[config.mk]
export PLATFORM = sky130hd
export DESIGN_NAME = wide_add_sequencer
export DESIGN_NICKNAME = d
export VERILOG_FILES = /design/src/rtl/wide_add_sequencer.sv
export SDC_FILE = /design/constraint.sdc
export NUM_CORES = 1
export LEC_CHECK = 0
export ABC_CLOCK_PERIOD_IN_PS = 16600
export CORE_MARGIN = 3
export CORE_UTILIZATION = 40
export DETAILED_ROUTE_END_ITERATION = 8
export DONT_BUFFER_PORTS = 1
export SETUP_SLACK_MARGIN = 0.5
export SKIP_LAST_GASP = 1
export SLEW_MARGIN = 20
export SYNTH_ARGS = -nofsm -noshare
export SYNTH_HDL_FRONTEND = slang
export SYNTH_SLANG_ARGS = --single-unit
[constraint.sdc]
create_clock -name clk -period 16.6 [get_ports clk]
set_input_delay 4.98 -clock clk [delete_from_list [all_inputs] [get_ports clk]]
set_output_delay 4.98 -clock clk [all_outputs]
set_load 0.02 [all_outputs]
[src/rtl/wide_add_sequencer.sv]
// wide_add_sequencer: adds two 32*WORDS-bit operands one limb per cycle through an external 32-bit adder
module wide_add_sequencer #(
    parameter int WORDS = 2
) (
    input  logic                  clk,
    input  logic                  rst,
    input  logic                  in_valid,
    output logic                  in_ready,
    input  logic [32*WORDS-1:0]   in_a,
    input  logic [32*WORDS-1:0]   in_b,
    input  logic                  in_cin,
    output logic                  out_valid,
    input  logic                  out_ready,
    output logic [32*WORDS-1:0]   out_sum,
    output logic                  out_cout,
    output logic [31:0]           add_a,
    output logic [31:0]           add_b,
    output logic                  add_cin,
    input  logic [31:0]           add_sum,
    input  logic                  add_cout
);
    localparam int IW = (WORDS > 1) ? $clog2(WORDS) : 1;
    localparam logic [1:0] IDLE = 2'd0, RUN = 2'd1, DONE = 2'd2;

    logic [1:0]          state;
    logic [IW-1:0]       idx;
    logic [32*WORDS-1:0] a_q, b_q, sum_q;
    logic                carry_q;
    logic                run;

    assign run       = (state == RUN);
    assign in_ready  = (state == IDLE) & ~rst;
    assign out_valid = (state == DONE);
    assign out_sum   = sum_q;
    assign out_cout  = carry_q;

    always_comb begin
        add_a   = run ? a_q[32*idx +: 32] : 32'd0;
        add_b   = run ? b_q[32*idx +: 32] : 32'd0;
        add_cin = run ? carry_q : 1'b0;
    end

    always_ff @(posedge clk or posedge rst) begin
        if (rst) begin
            state   <= IDLE;
            idx     <= '0;
            a_q     <= '0;
            b_q     <= '0;
            sum_q   <= '0;
            carry_q <= 1'b0;
        end else begin
            case (state)
                IDLE: if (in_valid) begin
                    a_q     <= in_a;
                    b_q     <= in_b;
                    carry_q <= in_cin;
                    idx     <= '0;
                    state   <= RUN;
                end
                RUN: begin
                    sum_q[32*idx +: 32] <= add_sum;
                    carry_q             <= add_cout;
                    if (idx == IW'(WORDS-1)) state <= DONE;
                    else idx <= idx + 1'b1;
                end
                DONE: if (out_ready) state <= IDLE;
                default: state <= IDLE;
            endcase
        end
    end
endmodule

==> results of run 1 <==
## synth_stat cells
| cell | instances | share of area [%] |
|---|---|---|
| nor3_1 | 4 | 0.23 |
| and2_1 | 1 | 0.071 |
| nand2b_1 | 1 | 0.071 |
| buf_6 | 17 | 2.2 |
| dfrtp_1 | 196 | 56 |
| and2b_1 | 1 | 0.086 |
| nor2_1 | 66 | 2.8 |
| mux2_1 | 2 | 0.26 |
| nor2_4 | 2 | 0.26 |
| nand2b_4 | 1 | 0.16 |
| o31ai_1 | 1 | 0.086 |
| nand2_1 | 2 | 0.086 |
| inv_1 | 3 | 0.13 |
| mux2_2 | 86 | 11 |
| buf_2 | 8 | 0.46 |
| clkbuf_1 | 2 | 0.086 |
| o22ai_1 | 1 | 0.071 |
| mux2_4 | 104 | 18 |
| buf_4 | 9 | 0.77 |
| mux2i_1 | 65 | 7.4 |
| nand2_2 | 1 | 0.071 |
## power by group through the flow
stage	logic [mW]	clock network, mW	registers (mW)
floorplan	0.783	0	0.933
global placement	0.822	0	0.993
detailed placement	0.842	0	1.01
CTS	0.843	0.404	1.00
global route	0.895	0.425	1.03
finish	0.829	0.389	0.996
## cell families after synthesis
| group | count (synthesis) |
|---|---|
| muxes | 257 |
| DFF | 196 |
| and+or+nand+nor | 79 |
| buffers and inverters | 39 |
| AOI/OAI and AO/OA | 2 |
## per-layer routing
layer / GRT usage [%] / part of all wire (%) / wire [um] / up-vias
met5: 0 / 0 / 0 / -
met4: 4.84 / 1.8 / 337 / 0
li1: - / - / - / 1961
met3: 7.51 / 11 / 2000 / 20
met2: 25.8 / 49 / 9180 / 215
met1: 18.9 / 39 / 7370 / 2290
## worst max path at each step
stage          start       end  slack, ps  cells after the start
5_1_grt          rst  in_ready       5870                      1
6_report         rst  in_ready       5980                      1
3_5_place_dp     rst  in_ready       5910                      1
2_1_floorplan    rst  in_ready       6180                      1
4_1_cts          rst  in_ready       5910                      1
3_3_place_gp     rst  in_ready       5920                      1
## registers in the layout (all words and copies together), names as in the netlist
name      cells
a_q          64
b_q          64
out_sum      64
state         2
idx           1
out_cout      1
## area by class of cell
type | count | area [sq um]
inverter | 3 | 18.8
fill | 1880 | 11900
tap | 275 | 344
clock inverter | 12 | 119
clock buffer | 19 | 433
timing repair buffer | 5 | 41.3
multi-input combinational | 338 | 3560
sequential | 196 | 4910
## metrics by stage
stage / utilization (%) / instance area, sq um
after CTS: 44.2 / 9420
after global placement: 41.7 / 8870
after global routing: 44.3 / 9420
after floorplan: - / 8780
after detailed placement: 41.7 / 8870
final: 44.3 / 9420
## cell usage in the layout (no fill, tap or decap), types with 2 or more instances in the layout
| cell type | n |
|---|---|
| clkbuf_1 | 2 |
| nand2_1 | 2 |
| nor3_1 | 4 |
| buf_4 | 4 |
| mux2i_1 | 65 |
| clkbuf_16 | 17 |
| mux2_2 | 86 |
| clkinv_4 | 5 |
| inv_1 | 2 |
| nor2_4 | 2 |
| dfrtp_1 | 195 |
| inv_8 | 4 |
| mux2_1 | 2 |
| nor2_1 | 66 |
| inv_6 | 2 |
| mux2_4 | 104 |
==> metrics.md, run 1 <==
| Metric | Value |
|---|---|
| Crit-path max FO | `2` |
| Final Hold Fails | `0` |
| Max Cap Viol | `0` |
| RR Startpoint | `state[0]` |
| Switching Share | `38.7%` |
| Total grt overflow | `0` |
| Layout Skew | `15.7 ps` |
| Syn nets | `739` |
| Sequential fraction of the synthesis area | `55.9%` |
| Hold Crit Start | `b_q[6]` |
| Largest family of logic cells by synthesized area | `multiplexers` |
| HP Class | `reg -> reg` |
| Core Box Area | `21300 sq um` |
| Final routed DRC violation total | `0` |
| CTS Hold Bufs | `0` |
| Hold slack | `509 ps` |
| Share of layout cells above drive strength 1 | `40.3%` |
| Final period utilization | `64.0%` |
| CP Launch Type | `primary input` |
| Largest net degree at the start of global routing | `116` |
| PD cells | `235 nW/um^2` |
| Port buffer count | `0` |
| Worst R2R Path Depth | `4` |
| IO Count | `298` |
| Synth Area in XOR/XNOR | `0%` |
| Clock buffer count from CTS | `17` |
| Final Total Pwr | `2.21 mW` |
| Mux share of post-synthesis cell area | `36.5%` |
| Yosys cell types | `21` |
| Hold-critical path endpoint | `b_q[6]` |
| Die Y | `154 um` |
| RSZ-0062 raised after global routing | `false` |
| CTS tree | `yes` |
| CTS root buf | `clkbuf_16` |
| Setup TNS | `0 ps` |
| Fmax | `0.0941 GHz` |
| Worst Tran Pin Value | `1060 ps` |
| Final Critical Period | `10620 ps` |
| Worst slew margin | `29.5%` |
| Drt pass-1 iters | `4` |
| CP peak stage delay | `660 ps` |
| RR Endpoint | `out_sum[27]` |
| Status | `complete, no violations` |
| Vias in the first global route | `4960` |
| Worst-path clk slew | `70 ps` |
| HPWL Detailed | `13400 um` |
| Clock Power Share | `17.6%` |
| Maximum VDD drop | `92.5 uV` |
| P_leak | `4.28 nW` |
| Post-CTS Resized | `0` |
| YS warnings | `0` |
| Hold depth | `1` |
| Int Pwr | `1.36 mW` |
| Die X-Extent | `154 um` |
| Vias per cell | `5.29` |
| #FFs+latches synth | `196` |
| DIE AREA | `23800 sq um` |
| Worst Setup End Kind | `output port` |
| Nets | `727` |
| Flop pwr share | `45.0%` |
| Total number of H-tree levels | `4` |
| Wire length of the first global-routing pass | `30000 um` |
| Setup WS pre-CTS | `5910 ps` |
| Crit path DAT | `5640 ps` |
| Clk sinks | `196` |
| R2R Setup Slk | `13710 ps` |
| Switching pwr | `858 uW` |
| DR WL/cell | `22.3 um` |
| DRT iter0 DRCs | `243` |
| Final setup viols | `0` |
| ANT cells | `0` |
| Mapped Area | `8780 sq um` |
| Placed cells | `817` |
| Vias | `4486` |
| Final slew viol count | `0` |
| Synth Area in Compound Gates | `0.157%` |
| WP buf/inv | `0` |
| RePlAce Congestion | `0.764` |
| Crit path kind | `in -> out` |
| Comb pwr share | `37.4%` |
| Clock latency on the worst-skew pair | `420 ps` |
| Row cnt | `53` |
| Slowest CP cell | `nor3_1` |
| GR Util All Layers | `15.9%` |
| Antenna violations before repair | `0` |
| Starting density of the core | `41.2%` |
| Simple logic cell fraction of the synthesized area | `3.85%` |
| Post-CTS setup buffers | `0` |
| P&R area growth vs syn | `7.34%` |
| Post-Syn Instances | `573` |
| Crit path required time | `11620 ps` |
| DRT antenna net count | `0` |
| Crit-path leading delay family | `simple AND/OR/NAND/NOR gates` |
| Adder-cell share of the synthesized area | `0%` |
| Syn avg cell area | `15.3 sq um` |
| PnR worst setup slack | `5980 ps` |
| Final cell count without fillers | `848` |
| WL final | `18900 um` |
| Max Root-Sink Buffers | `2` |
| Crit path cell chain | `nor3_1` |
Note: power is estimated with default switching activity, not from simulation.
==> run 2, diff against run 1 <==
ABC_CLOCK_PERIOD_IN_PS = 9100   (was 16600)
clock period = 9.1 ns   (was 16.6 ns; I/O delays follow)
==> run 2 against run 1 <==
- power grew 83%
- critical path type unchanged
- core utilization is essentially flat
- global-route usage grew 0.089 points
- critical endpoint unchanged
- design area is essentially flat
- register-to-register slack lost 7300 ps
- clock skew grew 1.7 ps
- via count shrank 0.60%
- sequential cell count is the same
- clock power grew 85%
- combinational power grew 81%
- first-iteration DRC count shrank 9.5%
==> metrics.md, run 2 (same netlist as run 1, synthesis figures left out) <==
| Metric | Value |
|---|---|
| Clk sinks | `196 (unchanged)` |
| Total number of H-tree levels | `4 (unchanged)` |
| Hold Crit Start | `a_q[55]` |
| Vias | `4459 (-0.60%)` |
| Fillers | `1862 (-0.96%)` |
| P_leak | `4.27 nW (-0.22%)` |
| Crit-path max FO | `2 (unchanged)` |
| Total grt overflow | `0 (unchanged)` |
| Nets | `727 (unchanged)` |
| Worst Tran Pin Value | `1000 ps (-55.4 ps)` |
| RR Endpoint | `b_q[4]` |
| DRT antenna net count | `0 (unchanged)` |
| CP peak stage delay | `670 ps (about the same)` |
| RR Startpoint | `state[1]` |
| Final Critical Period | `6130 ps` |
| WP buf/inv | `0 (unchanged)` |
| Final setup viols | `0 (unchanged)` |
| Hold-critical path endpoint | `a_q[55]` |
| Crit path DAT | `3400 ps (-2240 ps)` |
| RSZ-0062 raised after global routing | `false` |
| Crit-path leading delay family | `simple AND/OR/NAND/NOR gates` |
| Max Cap Viol | `0 (unchanged)` |
| Crit path kind | `in -> out` |
| P&R area growth vs syn | `7.36% (about the same)` |
| Worst Setup End Kind | `output port` |
| PnR worst setup slack | `2970 ps (-3010 ps)` |
| Core Box Area | `21300 sq um (unchanged)` |
| Crit path required time | `6370 ps (-5250 ps)` |
| Most frequent cells in the layout | `195 x dfrtp_1, 104 x mux2_4, 86 x mux2_2` |
| HPWL Detailed | `13300 um (-0.36%)` |
| R2R Setup Slk | `6400 ps (-7310 ps)` |
| Status | `complete, no violations` |
| Worst slew margin | `33.1% (+3.5 points)` |
| Worst-path clk slew | `70 ps (about the same)` |
| CTS root buf | `clkbuf_16` |
| Worst R2R Path Depth | `4 (unchanged)` |
| Post-CTS Resized | `0 (unchanged)` |
| Fmax | `0.163 GHz` |
| Final period utilization | `67.4%` |
| Share of layout cells above drive strength 1 | `40.4% (+0.070 points)` |
| PD cells | `430 nW/um^2 (+83%)` |
| Final Total Pwr | `4.05 mW (+83%)` |
| Drt pass-1 iters | `4 (unchanged)` |
| Wire length of the first global-routing pass | `29900 um (-0.16%)` |
| Final Hold Fails | `0 (unchanged)` |
| CTS tree | `yes` |
| DIE AREA | `23800 sq um (unchanged)` |
| Port buffer count | `0 (unchanged)` |
| Most common cell after layout, fill and taps aside | `dfrtp_1` |
| Final routed DRC violation total | `0 (unchanged)` |
| Hold depth | `1 (unchanged)` |
| Layout Skew | `17.4 ps (+1.67 ps)` |
| GR Util All Layers | `16.0% (+0.089 points)` |
| RePlAce Congestion | `0.814 (+6.6%)` |
| Worst setup path start | `rst` |
| WL final | `19300 um (+2.0%)` |
| Clock buffer count from CTS | `17 (unchanged)` |
| Die X-Extent | `154 um (unchanged)` |
| Maximum VDD drop | `174 uV (+88%)` |
| HP Class | `reg -> reg` |
| Vias per cell | `5.26 (-0.48%)` |
| Post-CTS setup buffers | `0 (unchanged)` |
| Slowest CP cell | `nor3_1` |
| Row cnt | `53 (unchanged)` |
| Max Root-Sink Buffers | `2 (unchanged)` |
| Setup TNS | `0 ps (unchanged)` |
| CTS Hold Bufs | `0 (unchanged)` |
| IO Count | `298 (unchanged)` |
| Die Y | `154 um (unchanged)` |
| Crit path cell chain | `nor3_1` |
| DR WL/cell | `22.7 um (+2.1%)` |
| Starting density of the core | `41.2% (unchanged)` |
| ANT cells | `0 (unchanged)` |
| Final cell count without fillers | `847 (-0.12%)` |
| Antenna violations before repair | `0 (unchanged)` |
| Vias in the first global route | `4858 (-2.1%)` |
| Largest net degree at the start of global routing | `112 (-3.4%)` |
| Clock latency on the worst-skew pair | `430 ps (about the same)` |
| Placed cells | `817 (unchanged)` |
| Setup WS pre-CTS | `2970 ps (-2940 ps)` |
| CP Launch Type | `primary input` |
| DRT iter0 DRCs | `220 (-9.5%)` |
| Final slew viol count | `0 (unchanged)` |
[run 2: changes by cell type in the layout (fill, tap and decap cells not counted), sizes merged]
cell,delta
clkbuf,-1
inv,-1
clkinvlp,+3
clkinv,-3
bufinv,+1
[run 2: worst max path at each step]
stage / end / depth (start not counted)
after CTS: in_ready / 1
final: in_ready / 1
after global routing: in_ready / 1
after detailed placement: in_ready / 1
after global placement: in_ready / 1
after floorplan: a_q[0] / 1
[run 2: stage by stage]
stage	utilization, %	cell area (sq um)	hold slack (ps)
final	44.3	9420	507
after global routing	44.3	9420	527
after CTS	44.2	9420	512
after detailed placement	41.7	8870	493
after global placement	41.7	8870	490
after floorplan	-	8780	473
[run 2: power by group]
part	internal [mW]	switching, mW
clock network	0.381	0.338
registers	1.32	0.512
logic	0.791	0.708
total	2.49	1.56
[run 2: per-layer routing]
layer	global-route usage, %	vias to the layer above	share of wire, %
met4	5.51	0	1.7
met2	25.5	205	48
met1	20.0	2266	42
met5	0	-	0
met3	6.14	21	9.1
li1	-	1967	-
[run 2: final cells by class]
type | instances | area, sq um | area share, %
clock buffer | 18 | 429 | 4.55
multi-input combinational | 338 | 3560 | 37.8
sequential | 196 | 4910 | 52.1
clock inverter | 12 | 124 | 1.31
inverter | 3 | 18.8 | 0.199
tap | 275 | 344 | 3.65
timing repair buffer | 5 | 41.3 | 0.438
==> run 3, diff against run 2 <==
ABC_CLOCK_PERIOD_IN_PS = 5810   (was 9100)
clock period = 5.81 ns   (was 9.1 ns; I/O delays follow)
==> run 3 against run 2 <==
- sequential share of layout area fell by 0.67 points
- clock-buffer cell count grew 1
- critical path depth is 2 higher
- sequential power is 58% higher
- global-route usage down 0.50 points
- design area is 1.3% higher
- setup slack got worse by 1400 ps
- wire length is 3.1% lower
- largest cell class unchanged
- largest power group unchanged
==> metrics.md, run 3 (same netlist as run 1, synthesis figures left out) <==
| Metric | Value |
|---|---|
| CTS tree | `yes` |
| Fmax | `0.236 GHz` |
| Met2 usage | `24.7% (-0.83 points)` |
| Final Critical Period | `4230 ps` |
| Worst Tran Pin Value | `1070 ps (+72.7 ps)` |
| WL final | `18700 um (-3.1%)` |
| Final routed DRC violation total | `0 (unchanged)` |
| IO Count | `298 (unchanged)` |
| PD cells | `675 nW/um^2 (+57%)` |
| ANT cells | `0 (unchanged)` |
| Max Root-Sink Buffers | `2 (unchanged)` |
| Design Area, Final | `9550 sq um (+1.3%)` |
| Worst slew margin | `28.2% (-4.9 points)` |
| Worst-path clk slew | `80 ps (about the same)` |
| P_leak | `4.33 nW (+1.5%)` |
| Status | `complete, no violations` |
| Crit path DAT | `2490 ps (-910 ps)` |
| Total number of H-tree levels | `4 (unchanged)` |
| R2R Setup Slk | `2840 ps (-3560 ps)` |
| Row cnt | `53 (unchanged)` |
| Most used routing layer | `met2` |
| DP Area | `8910 sq um (+0.47%)` |
| Final Hold Fails | `0 (unchanged)` |
| Core Box Area | `21300 sq um (unchanged)` |
| CP Launch Type | `flop` |
| P&R area growth vs syn | `8.75%` |
| Die Y | `154 um (unchanged)` |
| Maximum VDD drop | `268 uV (+54%)` |
| Die X-Extent | `154 um (unchanged)` |
| RePlAce Congestion | `0.806 (-1.0%)` |
| DIE AREA | `23800 sq um (unchanged)` |
| Setup TNS | `0 ps (unchanged)` |
| Vias per cell | `5.28 (+0.33%)` |
| CP peak stage delay | `950 ps (+280 ps)` |
| Starting density of the core | `41.2% (unchanged)` |
| Clk sinks | `196 (unchanged)` |
| Most common cell after layout, fill and taps aside | `dfrtp_1` |
| Final cell count without fillers | `851 (+0.47%)` |
| Crit path cell chain | `buf_4, mux2i_1, nor2_1` |
| M3 GR Usage | `7.43% (+1.3 points)` |
| Largest net degree at the start of global routing | `197 (+76%)` |
| Final Total Pwr | `6.44 mW (+59%)` |
| DR WL/cell | `21.9 um (-3.5%)` |
| GR Util All Layers | `15.5% (-0.50 points)` |
| RSZ-0062 raised after global routing | `false` |
| Met1 Track Usage GR | `18.6% (-1.4 points)` |
| Drt pass-1 iters | `4 (unchanged)` |
| CTS root buf | `clkbuf_16` |
| Wire length of the first global-routing pass | `29500 um (-1.4%)` |
| Slowest CP cell | `dfrtp_4` |
| HPWL Detailed | `13100 um (-1.8%)` |
| Nets | `729 (+0.28%)` |
| Worst Setup End Kind | `output port` |
| Crit path kind | `reg -> out` |
| Total grt overflow | `0 (unchanged)` |
| Max Cap Viol | `0 (unchanged)` |
| Layout Skew | `9.66 ps (-7.72 ps)` |
| Share of layout cells above drive strength 1 | `41.0% (+0.59 points)` |
| DRT iter0 DRCs | `225 (+2.3%)` |
| Placed cells | `818 (+0.12%)` |
| Clock latency on the worst-skew pair | `420 ps (about the same)` |
| Port buffer count | `0 (unchanged)` |
| Setup WS pre-CTS | `1800 ps (-1170 ps)` |
| Crit path required time | `4070 ps (-2300 ps)` |
| Post-CTS setup buffers | `0 (unchanged)` |
| Final period utilization | `72.8%` |
| Post-CTS Resized | `0 (unchanged)` |
| Vias | `4495 (+0.81%)` |
| Final setup viols | `0 (unchanged)` |
| DRT antenna net count | `0 (unchanged)` |
| PnR worst setup slack | `1580 ps (-1390 ps)` |
| HP Class | `reg -> reg` |
| Antenna violations before repair | `0 (unchanged)` |
| Vias in the first global route | `5032 (+3.6%)` |
| CTS Hold Bufs | `0 (unchanged)` |
| Most frequent cells in the layout | `195 x dfrtp_1, 104 x mux2_4, 86 x mux2_2` |
| Clock buffer count from CTS | `17 (unchanged)` |
| Final slew viol count | `0 (unchanged)` |
| Crit-path max FO | `47 (+45)` |
[run 3: cell types whose count changed in the layout (fill, tap and decap cells not counted), moves of 2 or more]
cell and delta:
clkbuf_8 +2, clkinv_8 +2, buf_12 +3, clkinvlp_4 -3
[run 3: cell type report]
type	count	area, sq um
sequential	196	4910
tap	275	344
timing repair buffer	7	110
inverter	3	15.0
fill	1892	11700
clock buffer	19	453
clock inverter	13	158
multi-input combinational	338	3560
[run 3: per-stage QoR]
stage	hold slack (ps)	utilization, %
2_1_floorplan	473	-
3_3_place_gp	489	41.8
3_5_place_dp	491	41.8
4_1_cts	513	44.7
5_1_grt	521	44.8
6_report	509	44.8
[run 3: where the power goes]
group	internal (mW)	total, mW	switching [mW]	leakage (nW)
clock network	0.640	1.21	0.566	0.300
registers	2.07	2.90	0.826	2.30
logic	1.25	2.34	1.09	1.73
total	3.96	6.44	2.48	4.33
[run 3: routing by layer]
| metal | share of wire [%] | up-vias |
|---|---|---|
| li1 | - | 1967 |
| met1 | 39 | 2283 |
| met2 | 48 | 217 |
| met3 | 11 | 28 |
| met4 | 2.0 | 0 |
| met5 | 0 | - |
[run 3: worst max-delay path, delay by kind of cell (launching register included)]
family,cells,cell delay (ps)
flops,1,950
buf+inv,1,510
simple gates,1,360
mux,1,160
[run 3: final timing paths]
| path | endpoint | cells past startpoint | startpoint |
|---|---|---|---|
| worst max register to register | out_sum[27] | 4 | state[0] |
| worst min-delay path | b_q[1] | 1 | b_q[1] |
| max in group asynchronous | a_q[27] | 3 | rst |
| worst max-delay path | add_a[4] | 3 | idx |
| min in group asynchronous | out_sum[63] | 2 | rst |
| worst min register to register | b_q[1] | 1 | b_q[1] |
